<file path="src/rtl/regfile_dump_pkg.sv">
// Shared definitions for the register-file debug dump engine: FSM state
// encodings and the data/address widths shared with the register file.
package regfile_dump_pkg;

  localparam int DATA_W_DEF = 8;
  localparam int ADDR_W_DEF = 3;
  localparam int NREGS_DEF  = 1 << ADDR_W_DEF;

  typedef enum logic [1:0] {
    ST_IDLE = 2'd0,
    ST_LOAD = 2'd1,
    ST_SEND = 2'd2,
    ST_DONE = 2'd3
  } state_t;

endpackage : regfile_dump_pkg

</file>
<file path="src/rtl/regfile_dump_if.sv">
// Valid/ready stream carrying one dumped register word and its index
// from the dump engine (master) to the debug consumer (slave).
interface regfile_dump_if #(
  parameter int DATA_W = regfile_dump_pkg::DATA_W_DEF,
  parameter int ADDR_W = regfile_dump_pkg::ADDR_W_DEF
);

  logic [DATA_W-1:0] dout;
  logic [ADDR_W-1:0] dout_addr;
  logic              valid;
  logic              ready;

  modport master (
    output dout,
    output dout_addr,
    output valid,
    input  ready
  );

  modport slave (
    input  dout,
    input  dout_addr,
    input  valid,
    output ready
  );

endinterface : regfile_dump_if

</file>
<file path="src/rtl/regfile_dump_idx_counter.sv">
// Register index counter for the dump walk: synchronous active-low clear,
// increment enable, and a flag marking the last register.
module idx_counter #(
  parameter int ADDR_W = regfile_dump_pkg::ADDR_W_DEF,
  parameter int NREGS  = regfile_dump_pkg::NREGS_DEF
) (
  input  logic              clk,
  input  logic              clr_n,
  input  logic              inc,
  output logic [ADDR_W-1:0] idx,
  output logic              last
);

  // NOTE: sequential state is updated with non-blocking assignments only, so
  // every flop samples pre-edge values regardless of process ordering.
  always_ff @(posedge clk) begin
    if (!clr_n) begin
      idx <= '0;
    end else if (inc) begin
      idx <= idx + 1'b1;
    end
  end

  assign last = (idx == ADDR_W'(NREGS - 1));

endmodule : idx_counter

</file>
<file path="src/rtl/regfile_dump.sv">
// Debug read-out engine: walks every register through a spare combinational
// read port, snapshots each word and streams it out over valid/ready.
module regfile_dump
  import regfile_dump_pkg::*;
#(
  parameter int DATA_W = DATA_W_DEF,
  parameter int ADDR_W = ADDR_W_DEF,
  parameter int NREGS  = NREGS_DEF
) (
  input  logic              clk,
  input  logic              rst,
  input  logic              start,
  output logic [ADDR_W-1:0] ra,
  input  logic [DATA_W-1:0] rd,
  output logic              busy,
  output logic              done,
  regfile_dump_if.master    dbg
);

  state_t            state, state_nx;
  logic [ADDR_W-1:0] idx;
  logic [ADDR_W-1:0] ra_nx;
  logic              last;
  logic              inc;
  logic              clr_n;
  logic [DATA_W-1:0] dout_q;
  logic [ADDR_W-1:0] dout_addr_q;

  // The counter returns to zero on reset and while leaving DONE, so every
  // dump starts at register 0 and an abandoned dump leaves no residue.
  assign clr_n = rst && (state != ST_DONE);

  idx_counter #(
    .ADDR_W (ADDR_W),
    .NREGS  (NREGS)
  ) u_idx (
    .clk   (clk),
    .clr_n (clr_n),
    .inc   (inc),
    .idx   (idx),
    .last  (last)
  );

  // NOTE: every signal driven here gets a default first; a path that left
  // one unassigned would infer a latch.
  always_comb begin
    state_nx = state;
    inc      = 1'b0;
    unique case (state)
      ST_IDLE: if (start) state_nx = ST_LOAD;
      ST_LOAD: state_nx = ST_SEND;
      ST_SEND: begin
        if (dbg.ready) begin
          if (last) begin
            state_nx = ST_DONE;
          end else begin
            inc      = 1'b1;
            state_nx = ST_LOAD;
          end
        end
      end
      ST_DONE: state_nx = ST_IDLE;
      default: state_nx = ST_IDLE;
    endcase
  end

  // ra is registered: it is loaded with the index about to be read one edge
  // ahead of LOAD, so rd has a full cycle to settle before capture.
  always_comb begin
    ra_nx = ra;
    if (state_nx == ST_LOAD) begin
      ra_nx = inc ? ADDR_W'(idx + 1'b1) : idx;
    end else if (state_nx == ST_IDLE) begin
      ra_nx = '0;
    end
  end

  always_ff @(posedge clk) begin
    if (!rst) begin
      state       <= ST_IDLE;
      ra          <= '0;
      dout_q      <= '0;
      dout_addr_q <= '0;
    end else begin
      state <= state_nx;
      ra    <= ra_nx;
      if (state == ST_LOAD) begin
        dout_q      <= rd;
        dout_addr_q <= idx;
      end
    end
  end

  // Status outputs decode the state register only, so they carry no
  // combinational path from ready or start.
  assign dbg.valid     = (state == ST_SEND);
  assign dbg.dout      = dout_q;
  assign dbg.dout_addr = dout_addr_q;
  assign busy          = (state != ST_IDLE);
  assign done          = (state == ST_DONE);

endmodule : regfile_dump

</file>
<file path="src/flat_wrapper.sv">
// flat-port wrapper written by rule: the top's interface ports become plain ports
module regfile_dump_flat import regfile_dump_pkg::*;
#(
  parameter int DATA_W = DATA_W_DEF,
  parameter int ADDR_W = ADDR_W_DEF,
  parameter int NREGS  = NREGS_DEF
)
  (clk, rst, start, ra, rd, busy, done, dbg_dout, dbg_dout_addr, dbg_valid, dbg_ready);
  regfile_dump_if #(.DATA_W(DATA_W), .ADDR_W(ADDR_W)) dbg_i ();
  input  logic clk;
  input  logic rst;
  input  logic start;
  output logic [ADDR_W-1:0] ra;
  input  logic [DATA_W-1:0] rd;
  output logic busy;
  output logic done;
  output wire logic [$bits(dbg_i.dout)-1:0] dbg_dout;
  output wire logic [$bits(dbg_i.dout_addr)-1:0] dbg_dout_addr;
  output wire logic [$bits(dbg_i.valid)-1:0] dbg_valid;
  input wire logic [$bits(dbg_i.ready)-1:0] dbg_ready;
  assign dbg_dout = dbg_i.dout;
  assign dbg_dout_addr = dbg_i.dout_addr;
  assign dbg_valid = dbg_i.valid;
  assign dbg_i.ready = dbg_ready;
  regfile_dump #(.DATA_W(DATA_W), .ADDR_W(ADDR_W), .NREGS(NREGS)) u_core (.clk(clk), .rst(rst), .start(start), .ra(ra), .rd(rd), .busy(busy), .done(done), .dbg(dbg_i));
endmodule
</file>
<file path="config.mk">
export PLATFORM = sky130hd
export DESIGN_NAME = regfile_dump_flat
export DESIGN_NICKNAME = d
export VERILOG_FILES = /design/src/rtl/regfile_dump_pkg.sv /design/src/rtl/regfile_dump_if.sv /design/src/rtl/regfile_dump_idx_counter.sv /design/src/rtl/regfile_dump.sv /design/src/flat_wrapper.sv
export SDC_FILE = /design/constraint.sdc
export NUM_CORES = 1
export LEC_CHECK = 0
export ABC_AREA = 1
export CAP_MARGIN = 40
export CORE_MARGIN = 5
export CORE_UTILIZATION = 37
export DETAILED_ROUTE_END_ITERATION = 12
export PLACE_DENSITY = 0.72
export SYNTH_ARGS = -nofsm -noshare
export SYNTH_HDL_FRONTEND = slang
export SYNTH_SLANG_ARGS = --single-unit
</file>
<file path="constraint.sdc">
create_clock -name clk -period 1.3 [get_ports clk]
set_input_delay 0.325 -clock clk [delete_from_list [all_inputs] [get_ports clk]]
set_output_delay 0.325 -clock clk [all_outputs]
set_load 0.01 [all_outputs]
</file>
==> results_dict.tcl, run 1 <==
set metrics [dict create \
    status "complete, but fails checks" \
    violations "setup timing" \
    critPathLaunchType "flop" \
    drtPass1Iterations 4 \
    cp_slowest_cell "dfxtp_4" \
    path_class "flop to primary output" \
    fin_area_sq_um 1290 \
    max_freq_mhz 743 \
    netlist_instances 102 \
    synth-compound-area-share_pct 12.4 \
    cp.required_ps 980 \
    slew_violations 0 \
    syn_nets 116 \
    cts_max_level 1 \
    synth_mux_area_share_pct 0 \
    cts_num_sinks 19 \
    rsz0062_at_grt "yes" \
    vias 795 \
    hp-class "flop to flop" \
    instances_no_fill 169 \
    worstSkewPairLatency_ps 300 \
    cts_inserted_buffers 3 \
    critical_path_arrival_ps 1020 \
    io_buffers 28 \
    seq_area_frac_synth_pct 50.4 \
    gr-usage-met2_pct 28.3 \
    clk_pin_slew_ps 110 \
    dp_slack_ps -111 \
    num_rows 16 \
    hpwl_microns 1370 \
    setup_viol 3 \
    die_h_microns 55.2 \
    cts_tree "done" \
    timing.hold.ws_ps 454 \
    grt_pass1_vias 783 \
    ant_nets 0 \
    wire_per_inst_microns 13.3 \
    cp_cell_sequence "buf_6 > inv_2 > nor2_4 > buf_6" \
    skew_ps 4.24 \
    fin_crit_sh_pct 104 \
    ys_seq_elements 19 \
    worst_pin_slew_ps 233 \
    worstPathMaxFanout 4 \
    coreArea_sq_um 1960 \
    grt_overflow 0 \
    finalSetupTns_ps -129 \
    vdd_drop_max_v 0.000819 \
    final_util_pct 65.9 \
    relSlewSlack_pct 84.4 \
    setup_ws_ps -46.8 \
    grt_busiest_layer "met2" \
    die_area_sq_um 3040 \
    worst_path_largest_cell_delay_ps 400 \
    crit_top_cell "buf_6" \
    yosys.cell_types.count 15 \
    grt_max_degree 13 \
    track_usage_pct 15.6 \
    dp_cells 161 \
    final_common_cell "nor2_1" \
    nNetsFinal 157 \
    ys_warn_count 0 \
    synth_adder_area_share_pct 3.32 \
    fin_crit_ps 1350 \
    io_pins 29 \
    fp.dieW_microns 55.2 \
    gp_congestion 0.754 \
    grt_pass1_wl_microns 3310 \
    first_iter_violations 7 \
    power_density_nw_per_um2 945 \
    drc 0 \
    layout-drive-gt1-share_pct 33.1 \
    synth_top_family_by_area "simple AND/OR/NAND/NOR gates" \
    n_antenna_cell 0 \
    end_kind "primary output" \
    syn-cell-area_sq_um 754 \
    drt-vias-per-instance 4.70 \
    postPlaceCellArea_sq_um 1120 \
    synthXorXnorAreaFrac_pct 0 \
    start_util_pct 38.5 \
    max_cap_viol_count 0 \
    cts-hold-fix-buffers 0 \
    drt-total-wl_microns 2250 \
    areaGrowthSynthToFinish_pct 71.5 \
    yosys.area_share.simple_pct 27.5 \
    antenna_found_initial 0 \
    power.total_mw 1.22 \
    ctsRootBufferMaster "clkbuf_4" \
    hold_violations 0 \
    use_met3_pct 2.14 \
    final_cell_mix "nor2_1 (20), nand2_1 (17), dfxtp_1 (15)" \
    grt_use_met1_pct 16.6 \
    leakage_nw 0.646 \
    clk_path_buf_depth 2 \
    avgSynthCellArea_sq_um 7.40 \
]
-- sequential cells by signal (all words and copies together) (netlist names) --
signal                cells
u_core.dbg.dout           8
u_core.dbg.dout_addr      3
u_core.ra                 3
u_core.u_idx.idx          3
u_core.state              2
-- per-layer routing --
metal / wire, microns / part of all wire [%]
met5: 0 / 0
met4: 55 / 2.4
met2: 1180 / 52
met1: 929 / 41
met3: 83 / 3.7
-- worst max-delay path: cells and delay by family, from the launching register on --
family,cells,cell delay [ps]
DFF,1,400
buffers and inverters,3,240
and+or+nand+nor,1,80
-- worst paths after layout --
kind	cells after the start	to	from	slack, ps
worst min-delay path	2	u_core.ra[2]	u_core.ra[2]	450
worst min register to register	2	u_core.ra[2]	u_core.ra[2]	450
worst max-delay path	4	dbg_valid	u_core.state[1]	-50
worst max register to register	9	u_core.ra[2]	u_core.u_idx.idx[1]	20
-- what timing repair did --
action	in CTS	in global routing
pin swaps	6	11
endpoints found under the setup margin	21	12
endpoints found under the hold margin	0	0
resized for setup	44	26
gates cloned	0	0
setup buffers	4	0
-- power by group --
group | total [mW] | switching (mW) | internal [mW]
clock network | 0.311 | 0.194 | 0.117
logic | 0.277 | 0.138 | 0.138
registers | 0.635 | 0.0199 | 0.615
-- kinds of logic (layout without fill, tap and decap cells) --
kind of cell | Yosys count | in the layout
AND/OR/NAND/NOR | 53 | 53
flip-flops | 19 | 19
AO/OA/AOI/OAI | 16 | 16
buffers and inverters | 12 | 52
adder cells (fa/ha/maj) | 2 | 2
-- layout make-up --
class	instances	area, sq um
multi-input cells	71	432
inverters	9	38.8
clock buffers	3	22.5
well taps	27	33.8
repair buffers	39	369
fillers	174	668
clock inverters	1	7.51
flip-flops and latches	19	390
-- cells in the mapped netlist --
cell	n	area [sq um]
a21oi_1	4	20.0
ha_1	2	25.0
nor2_2	2	12.5
inv_2	3	11.3
buf_2	1	5.00
a21boi_4	1	18.8
clkbuf_2	1	5.00
o21ai_0	11	55.1
clkbuf_1	1	3.75
inv_1	6	22.5
nand2_1	26	97.6
nand3_1	1	5.00
nand2_2	1	6.26
dfxtp_1	19	380
nor2_1	23	86.3
Power figures use the tool's default switching activity.
==> run 2, diff against run 1 <==
- SLEW_MARGIN: unset -> 10
==> results of run 2 <==
No change in the layout: final DEF, timing and power equal those of run 1.
==> run 3, diff against run 2 <==
- ABC_CLOCK_PERIOD_IN_PS: unset -> 1300
==> results of run 3 <==
No change in the layout: final DEF, timing and power equal those of run 1.
